**src/rtl/sha256_msg_sched.sv**
```systemverilog
// SHA-256 message schedule: loads one 512-bit block and streams W0..W63 through a valid/ready port.
// First word one cycle after start; one word per cycle when w_ready is high; w_ready low holds every output.
module sha256_msg_sched (
  input  logic         clk,
  input  logic         rst,
  input  logic         start,
  input  logic [511:0] block_in,
  output logic         busy,
  output logic         w_valid,
  input  logic         w_ready,
  output logic [31:0]  w_data,
  output logic [5:0]   w_idx,
  output logic         w_last,
  output logic         done
);

  typedef enum logic {IDLE, RUN} state_t;

  state_t      state, state_nxt;
  logic [31:0] win [16];
  logic [5:0]  idx;
  logic        done_q;
  logic        load;
  logic        xfer;
  logic [31:0] w_new;

  function automatic logic [31:0] ssig0(input logic [31:0] x);
    return {x[6:0], x[31:7]} ^ {x[17:0], x[31:18]} ^ (x >> 3);
  endfunction

  function automatic logic [31:0] ssig1(input logic [31:0] x);
    return {x[16:0], x[31:17]} ^ {x[18:0], x[31:19]} ^ (x >> 10);
  endfunction

  assign load  = (state == IDLE) && start;
  assign xfer  = (state == RUN) && w_ready;
  // With win[0] = W[t] this is W[t+16]; values past W63 are produced but never presented.
  assign w_new = ssig1(win[14]) + win[9] + ssig0(win[1]) + win[0];

  always_ff @(posedge clk) begin
    if (rst) begin
      state <= IDLE;
    end else begin
      state <= state_nxt;
    end
  end

  always_comb begin
    state_nxt = state;
    case (state)
      IDLE:    if (start) state_nxt = RUN;
      RUN:     if (w_ready && (idx == 6'd63)) state_nxt = IDLE;
      default: state_nxt = IDLE;
    endcase
  end

  always_comb begin
    busy    = (state == RUN);
    w_valid = (state == RUN);
    w_data  = (state == RUN) ? win[0] : 32'd0;
    w_idx   = idx;
    w_last  = (state == RUN) && (idx == 6'd63);
    done    = done_q;
  end

  always_ff @(posedge clk) begin
    if (rst) begin
      for (int i = 0; i < 16; i++) win[i] <= 32'd0;
    end else if (load) begin
      for (int i = 0; i < 16; i++) win[i] <= block_in[511 - 32*i -: 32];
    end else if (xfer) begin
      for (int i = 0; i < 15; i++) win[i] <= win[i+1];
      win[15] <= w_new;
    end
  end

  // idx wraps 63 -> 0 on the last transfer, ready for the next block.
  always_ff @(posedge clk) begin
    if (rst) begin
      idx    <= 6'd0;
      done_q <= 1'b0;
    end else begin
      done_q <= xfer && (idx == 6'd63);
      if (load) begin
        idx <= 6'd0;
      end else if (xfer) begin
        idx <= idx + 6'd1;
      end
    end
  end

endmodule

```
**config.mk**
```make
export PLATFORM = sky130hd
export DESIGN_NAME = sha256_msg_sched
export DESIGN_NICKNAME = d
export VERILOG_FILES = /design/src/rtl/sha256_msg_sched.sv
export SDC_FILE = /design/constraint.sdc
export NUM_CORES = 1
export LEC_CHECK = 0
export BUFFER_PORTS_ARGS = -buffer_cell sky130_fd_sc_hd__buf_2
export CAP_MARGIN = 0
export CORE_MARGIN = 4
export CORE_UTILIZATION = 25
export CTS_CLUSTER_DIAMETER = 200
export DETAILED_ROUTE_END_ITERATION = 10
export PLACE_DENSITY_LB_ADDON = 0.05
export SETUP_SLACK_MARGIN = 0.1
export SYNTH_ARGS = -nofsm -noshare
export SYNTH_HDL_FRONTEND = slang
export SYNTH_SLANG_ARGS = --single-unit
export TNS_END_PERCENT = 100
```
**constraint.sdc**
```tcl
create_clock -name clk -period 10.58 [get_ports clk]
set_input_delay 3.174 -clock clk [delete_from_list [all_inputs] [get_ports clk]]
set_output_delay 3.174 -clock clk [all_outputs]
set_load 0.1 [all_outputs]
```
Yosys cells after proc, flatten, opt, wreduce, memory -nomap -nowiden

Memory sizes are Yosys's and may differ from the RTL's.
Index checks and enable logic that the tools add are counted.

Register bits after elaboration: 8
RAM bits: 512
Bits of input ports: 516
Output and inout port bits: 42
Word-level logic and storage cells: 97
Memories kept: 1

$add $sub $neg: 4
Equal/unequal tests: 1
Multiplexer cells: 45
Bitwise logic cells: 37
Reduce and logical (&&, ||, !) cells: 6

Memory list:

| memory | depth | bits a word | read ports | clocked after Yosys merged registers in | write ports | RTL line | source |
|---|---|---|---|---|---|---|---|
| win    | 16    | 32          | 16         | 0                                       | 16          | 20       | `logic [31:0] win [16];` |

Operator list:

| kind                                        | count |
|---|---|
| 2-to-1 mux 32 bit                           | 33 |
| adder 32 bit                                | 3 |
| bitwise XOR 32 bit                          | 2 |
| bitwise OR 1 bit                            | 32 |
| bitwise XOR 32 x 22 -> 32 bit               | 1 |
| bitwise XOR 32 x 29 -> 32 bit               | 1 |
| 2-to-1 mux 1 bit                            | 11 |
| adder 6 x 1 -> 6 bit, second input constant | 1 |
| equality test 6 bit, second input constant  | 1 |
| logical AND 1 bit                           | 5 |
| case mux 1 bit (2 select lines)             | 1 |
| OR reduction 2 bit                          | 1 |
| NOT 1 bit                                   | 1 |

Logic depth before layout (Yosys ltp)

Word-level depth: 7
Depth in mapped cells: 17
Gate-level depth less buffers: 17

Worst setup path after synthesis

No wires, ideal clock.

Path kind: in2reg
Start point: in w_ready
End point: mem win[3][4] (netlist: win[0][100]) (enable)
Setup time: 1.751 ns
Data arrival time: 7.651 ns
Data required time: 8.829 ns
Path slack: 1.178 ns
Stages: 5
Buffers on the path: 2
Cell sequence: and2_1 > buf_6 > nor2_2 > clkbuf_1 > nand2_1

RTL lines:

| what               | RTL line | source |
|---|---|---|
| start: declaration | 10       | `input logic w_ready,` |
| end: declaration   | 20       |  |

==> flow_summary.html <==
<table>
<tr><th>Metric</th><th>Value</th></tr>
<tr><th colspan="2">Route</th></tr>
<tr><td>DRC marker count from the first detailed-route iteration</td><td>about 1500</td></tr>
<tr><td>Detailed-route wire length per cell</td><td>around 27 um</td></tr>
<tr><td>Via density per instance</td><td>roughly 4.7</td></tr>
<tr><td>Routed wire length</td><td>111400 um</td></tr>
<tr><td>DRC violations left</td><td>0</td></tr>
<tr><td>Detail Route Antenna Nets</td><td>0</td></tr>
<tr><td>Via count</td><td>19350</td></tr>
<tr><td>DR pass1 iterations</td><td>5</td></tr>
<tr><th colspan="2">Clock tree</th></tr>
<tr><td>Post-CTS setup buffer count</td><td>0</td></tr>
<tr><td>Number of sinks on the clock net</td><td>520</td></tr>
<tr><td>Register clock-pin slew on the reported worst setup and hold paths</td><td>roughly 0.050 ns</td></tr>
<tr><td>Deepest level of the CTS H-tree</td><td>3</td></tr>
<tr><td>Maximum root-to-sink buffer count</td><td>3</td></tr>
<tr><td>TritonCTS Buffers</td><td>68</td></tr>
<tr><td>CTS tree</td><td>built</td></tr>
<tr><td>CTS hold repair buffers</td><td>0</td></tr>
<tr><td>Clock Root Buffer</td><td>clkbuf_16</td></tr>
<tr><td>Post_cts resized</td><td>0</td></tr>
<tr><td>Worst skew pair latency</td><td>between 0.6 and 0.7 ns</td></tr>
<tr><th colspan="2">Logic synthesis</th></tr>
<tr><td>Synthesized area</td><td>26160 um2</td></tr>
<tr><td>Post-synth net total</td><td>roughly 2800</td></tr>
<tr><td>Number of synthesized register bits</td><td>between 500 and 600</td></tr>
<tr><td>Fraction of the yosys area taken by sequential cells</td><td>approximately three fifths</td></tr>
<tr><td>Number of distinct library cells after synthesis</td><td>61</td></tr>
<tr><td>Number of synthesized flops with an enable pin</td><td>approximately 510</td></tr>
<tr><td>Count of warnings emitted by yosys</td><td>0</td></tr>
<tr><td>Number of cells produced by synthesis</td><td>~2200</td></tr>
<tr><td>Prevailing post-synth register cell</td><td>edfxtp_1</td></tr>
<tr><td>Async set-reset flop share out of synthesis</td><td>0%</td></tr>
<tr><td>Post-synthesis area per instance</td><td>~12 um2</td></tr>
<tr><th colspan="2">Worst hold path</th></tr>
<tr><td>Worst hold path stage count</td><td>2</td></tr>
<tr><td>Hold Crit Class</td><td>flop to flop</td></tr>
<tr><td>Worst Min Path Start</td><td>w_idx[1]$_SDFFE_PP0P_</td></tr>
<tr><td>End of the worst hold path</td><td>w_idx[1]$_SDFFE_PP0P_</td></tr>
<tr><th colspan="2">Global route</th></tr>
<tr><td>Global-route wire length before repair</td><td>153900 um</td></tr>
<tr><td>Vias in the first global route</td><td>just over 20000</td></tr>
<tr><td>Initial antenna violation count</td><td>around 60</td></tr>
<tr><td>Remaining global-route overflow</td><td>0</td></tr>
<tr><td>All-Layer GR Usage</td><td>around 20%</td></tr>
<tr><td>Maximum number of pins on one net before global-route repair</td><td>approximately 230</td></tr>
<tr><th colspan="2">Timing</th></tr>
<tr><td>Setup total negative slack</td><td>0 ns</td></tr>
<tr><td>Final-report setup violation count</td><td>0</td></tr>
<tr><td>Final hold violations</td><td>0</td></tr>
<tr><td>Fin Clk Skew</td><td>approximately 0.022 ns</td></tr>
<tr><td>Actual transition at the worst max-transition pin</td><td>~1.4 ns</td></tr>
<tr><td>Number of pins exceeding their max-slew limit in the final report</td><td>0</td></tr>
<tr><td>Worst hold slack</td><td>between 0.5 and 0.6 ns</td></tr>
<tr><td>Relative slew slack</td><td>~8.7%</td></tr>
<tr><td>Worst setup slack after layout</td><td>a little under 5 ns</td></tr>
<tr><td>Unrepaired setup endpoints after global routing</td><td>false</td></tr>
<tr><td>Fmax</td><td>around 180 MHz</td></tr>
<tr><td>Final critical delay including setup and external delays</td><td>5.713 ns</td></tr>
<tr><td>Final clock period utilization by the worst path</td><td>54.00%</td></tr>
<tr><th colspan="2">Critical path</th></tr>
<tr><td>Arrival time of data at the critical path endpoint</td><td>between 5 and 6 ns</td></tr>
<tr><td>Capture instance of the worst register-to-register path</td><td>win[1][253]$_DFFE_PP_</td></tr>
<tr><td>Launch instance of the worst register-to-register path</td><td>win[0][51]$_SDFFCE_PN0P_</td></tr>
<tr><td>Largest stage delay on the critical path</td><td>around 0.84 ns</td></tr>
<tr><td>Category of the critical setup timing path</td><td>primary input to flop</td></tr>
<tr><td>Crit. End Element</td><td>flop</td></tr>
<tr><td>Most common cell on crit path</td><td>buf_4</td></tr>
<tr><td>Highest fanout seen on the critical path</td><td>88</td></tr>
<tr><td>FF-to-FF setup slack</td><td>just over 5 ns</td></tr>
<tr><td>Number of cells on the worst reg-to-reg path</td><td>17</td></tr>
<tr><td>Data required time of the worst path</td><td>about 11 ns</td></tr>
<tr><td>Kind of start point of the critical path</td><td>primary input</td></tr>
<tr><td>Cell-by-cell listing of the critical path</td><td>buf_6 &gt; nor2_2 &gt; nand2_4 &gt; buf_4 &gt; buf_4</td></tr>
<tr><td>Slowest stage cell, crit path</td><td>buf_4</td></tr>
<tr><th colspan="2">Place</th></tr>
<tr><td>Placer's final routability congestion estimate</td><td>~0.85</td></tr>
<tr><td>Half-perimeter wire length after detailed placement</td><td>~85000 um</td></tr>
<tr><td>Number of buffer cells added on primary ports</td><td>about 560</td></tr>
<tr><td>Worst slack at placement</td><td>roughly 4.2 ns</td></tr>
<tr><th colspan="2">Power</th></tr>
<tr><td>Combinational fraction of design power</td><td>34.2%</td></tr>
<tr><td>Power share of the sequential group</td><td>a little over a third</td></tr>
<tr><td>Switching fraction of total power</td><td>~36%</td></tr>
<tr><td>Largest voltage drop on the vdd net</td><td>between 100 and 150 uV</td></tr>
<tr><td>Switching power</td><td>2.717 mW</td></tr>
<tr><td>Total power per unit cell area</td><td>230.3 nW/um2</td></tr>
<tr><td>Internal power component</td><td>roughly 4.7 mW</td></tr>
<tr><td>Lkg Pwr</td><td>between 10 and 15 nW</td></tr>
<tr><td>Proportion of power drawn by the clock network</td><td>between 20 and 30%</td></tr>
<tr><th colspan="2">Die</th></tr>
<tr><td>Die ar.</td><td>109900 um2</td></tr>
<tr><td>Die X-Extent</td><td>between 300 and 400 um</td></tr>
<tr><td>Overall die height</td><td>approximately 330 um</td></tr>
<tr><td>Top Ports</td><td>about 560</td></tr>
<tr><td>Core Footprint</td><td>103600 um2</td></tr>
<tr><td>Starting density of the core</td><td>25.24%</td></tr>
<tr><td>Row count</td><td>approximately 120</td></tr>
<tr><th colspan="2">Run</th></tr>
<tr><td>Number of max-capacitance violations reported</td><td>0</td></tr>
<tr><th colspan="2">Finish</th></tr>
<tr><td>Most frequent standard cell in the layout excluding fill and tap cells</td><td>buf_2</td></tr>
<tr><td>Signed area change from the synthesized netlist to the final layout</td><td>23.79%</td></tr>
<tr><td>Layout net count</td><td>approximately 3300</td></tr>
<tr><td>Fraction of layout instances using a drive strength above 1</td><td>roughly 25%</td></tr>
<tr><td>Most frequent cells in the layout</td><td>556 x buf_2, 512 x edfxtp_1, 385 x nand2_1</td></tr>
<tr><th colspan="2">Run status</th></tr>
<tr><td>Run status</td><td>finished, final reports clean</td></tr>
</table>
==> metrics by stage <==
step	total power, mW	cell area [um2]	std cells	utilization, %
6_report	7.458	32380	4112	31.24
5_1_grt	7.880	32330	4095	31.20
4_1_cts	7.547	32310	4085	31.17
3_5_place_dp	5.264	30220	3965	29.15
3_3_place_gp	5.277	30220	3965	29.15
2_1_floorplan	4.427	26160	2158	-
==> kinds of logic after synthesis <==
kind of cell / Yosys count / share of synthesized area (%)
flip-flops: 520 / 59.40
buffers and inverters: 293 / 4.640
XOR/XNOR: 148 / 4.956
adder cells (fa/ha/maj): 94 / 6.276
AND/OR/NAND/NOR: 494 / 7.908
AO/OA/AOI/OAI: 609 / 16.82
==> Yosys cell counts, types with 2 or more instances <==
cell type | count | share of area, %
xnor2_1 | 117 | 3.9
a211oi_2 | 2 | 0.096
o211ai_1 | 2 | 0.057
nor2_1 | 23 | 0.33
xor2_1 | 31 | 1.0
buf_1 | 20 | 0.29
or2_2 | 2 | 0.048
o21ai_1 | 5 | 0.096
buf_4 | 4 | 0.11
a221oi_1 | 4 | 0.13
buf_6 | 3 | 0.13
a22o_1 | 320 | 11
dfxtp_1 | 8 | 0.61
nand3_1 | 5 | 0.096
edfxtp_1 | 512 | 59
nor2b_1 | 4 | 0.096
or3_1 | 4 | 0.096
and2b_1 | 2 | 0.057
o21a_1 | 3 | 0.086
a21oi_1 | 210 | 4.0
a211oi_1 | 3 | 0.086
fa_1 | 62 | 4.7
nand2_1 | 389 | 5.6
inv_1 | 147 | 2.1
nor2_2 | 2 | 0.048
nand4_1 | 11 | 0.26
a21o_1 | 8 | 0.23
clkbuf_8 | 4 | 0.21
nand2b_1 | 6 | 0.14
and2_1 | 33 | 0.79
ha_1 | 32 | 1.5
o22ai_1 | 2 | 0.048
clkbuf_1 | 113 | 1.6
o21bai_1 | 4 | 0.11
nor3_1 | 6 | 0.11
o21ai_0 | 27 | 0.52
a31oi_1 | 4 | 0.096
==> routing by layer <==
| metal | GRT usage, % | wire [um] |
|---|---|---|
| met5 | 0 | 187 |
| met4 | 5.678 | 3211 |
| met1 | 25.13 | 47840 |
| met3 | 6.364 | 8217 |
| met2 | 31.65 | 51940 |
==> registers in the layout, summed over array words and instances (netlist names) <==
register and flops:
done 1, win 512, busy 1, w_idx 6
==> worst max-delay path by stage <==
stage,start,to,slack [ns]
global route,rst,win[0][143]$_SDFFCE_PN0P_,4.69
CTS,rst,win[0][174]$_SDFFCE_PN0P_,4.88
finish,rst,win[0][172]$_SDFFCE_PN0P_,4.87
global placement,rst,win[0][173]$_SDFFCE_PN0P_,4.20
detailed placement,rst,win[0][174]$_SDFFCE_PN0P_,4.19
floorplan,w_ready,win[0][100]$_SDFFCE_PN0P_,1.18
==> power groups by stage <==
stage / logic [mW] / clock network (mW) / registers [mW]
2_1_floorplan: 1.78 / 0 / 2.65
3_3_place_gp: 2.53 / 0 / 2.74
3_5_place_dp: 2.52 / 0 / 2.74
4_1_cts: 2.55 / 2.29 / 2.70
5_1_grt: 2.80 / 2.37 / 2.71
6_report: 2.55 / 2.21 / 2.69
==> cell type report <==
cell class	count	area, um2
Fill cell	10870	71270
Timing Repair Buffer	573	2952
Clock buffer	91	1852
Tap cell	1380	1727
Inverter	147	551.8
Antenna cell	27	67.56
Multi-Input combinational cell	1345	9452
Sequential cell	520	15530
Clock inverter	29	241.5
==> critical path: cells and delay by family <==
| family | cells | cell delay, ns |
|---|---|---|
| simple gates | 2 | 0.55 |
| buf+inv | 3 | 2.02 |
Power figures use the tool's default switching activity.
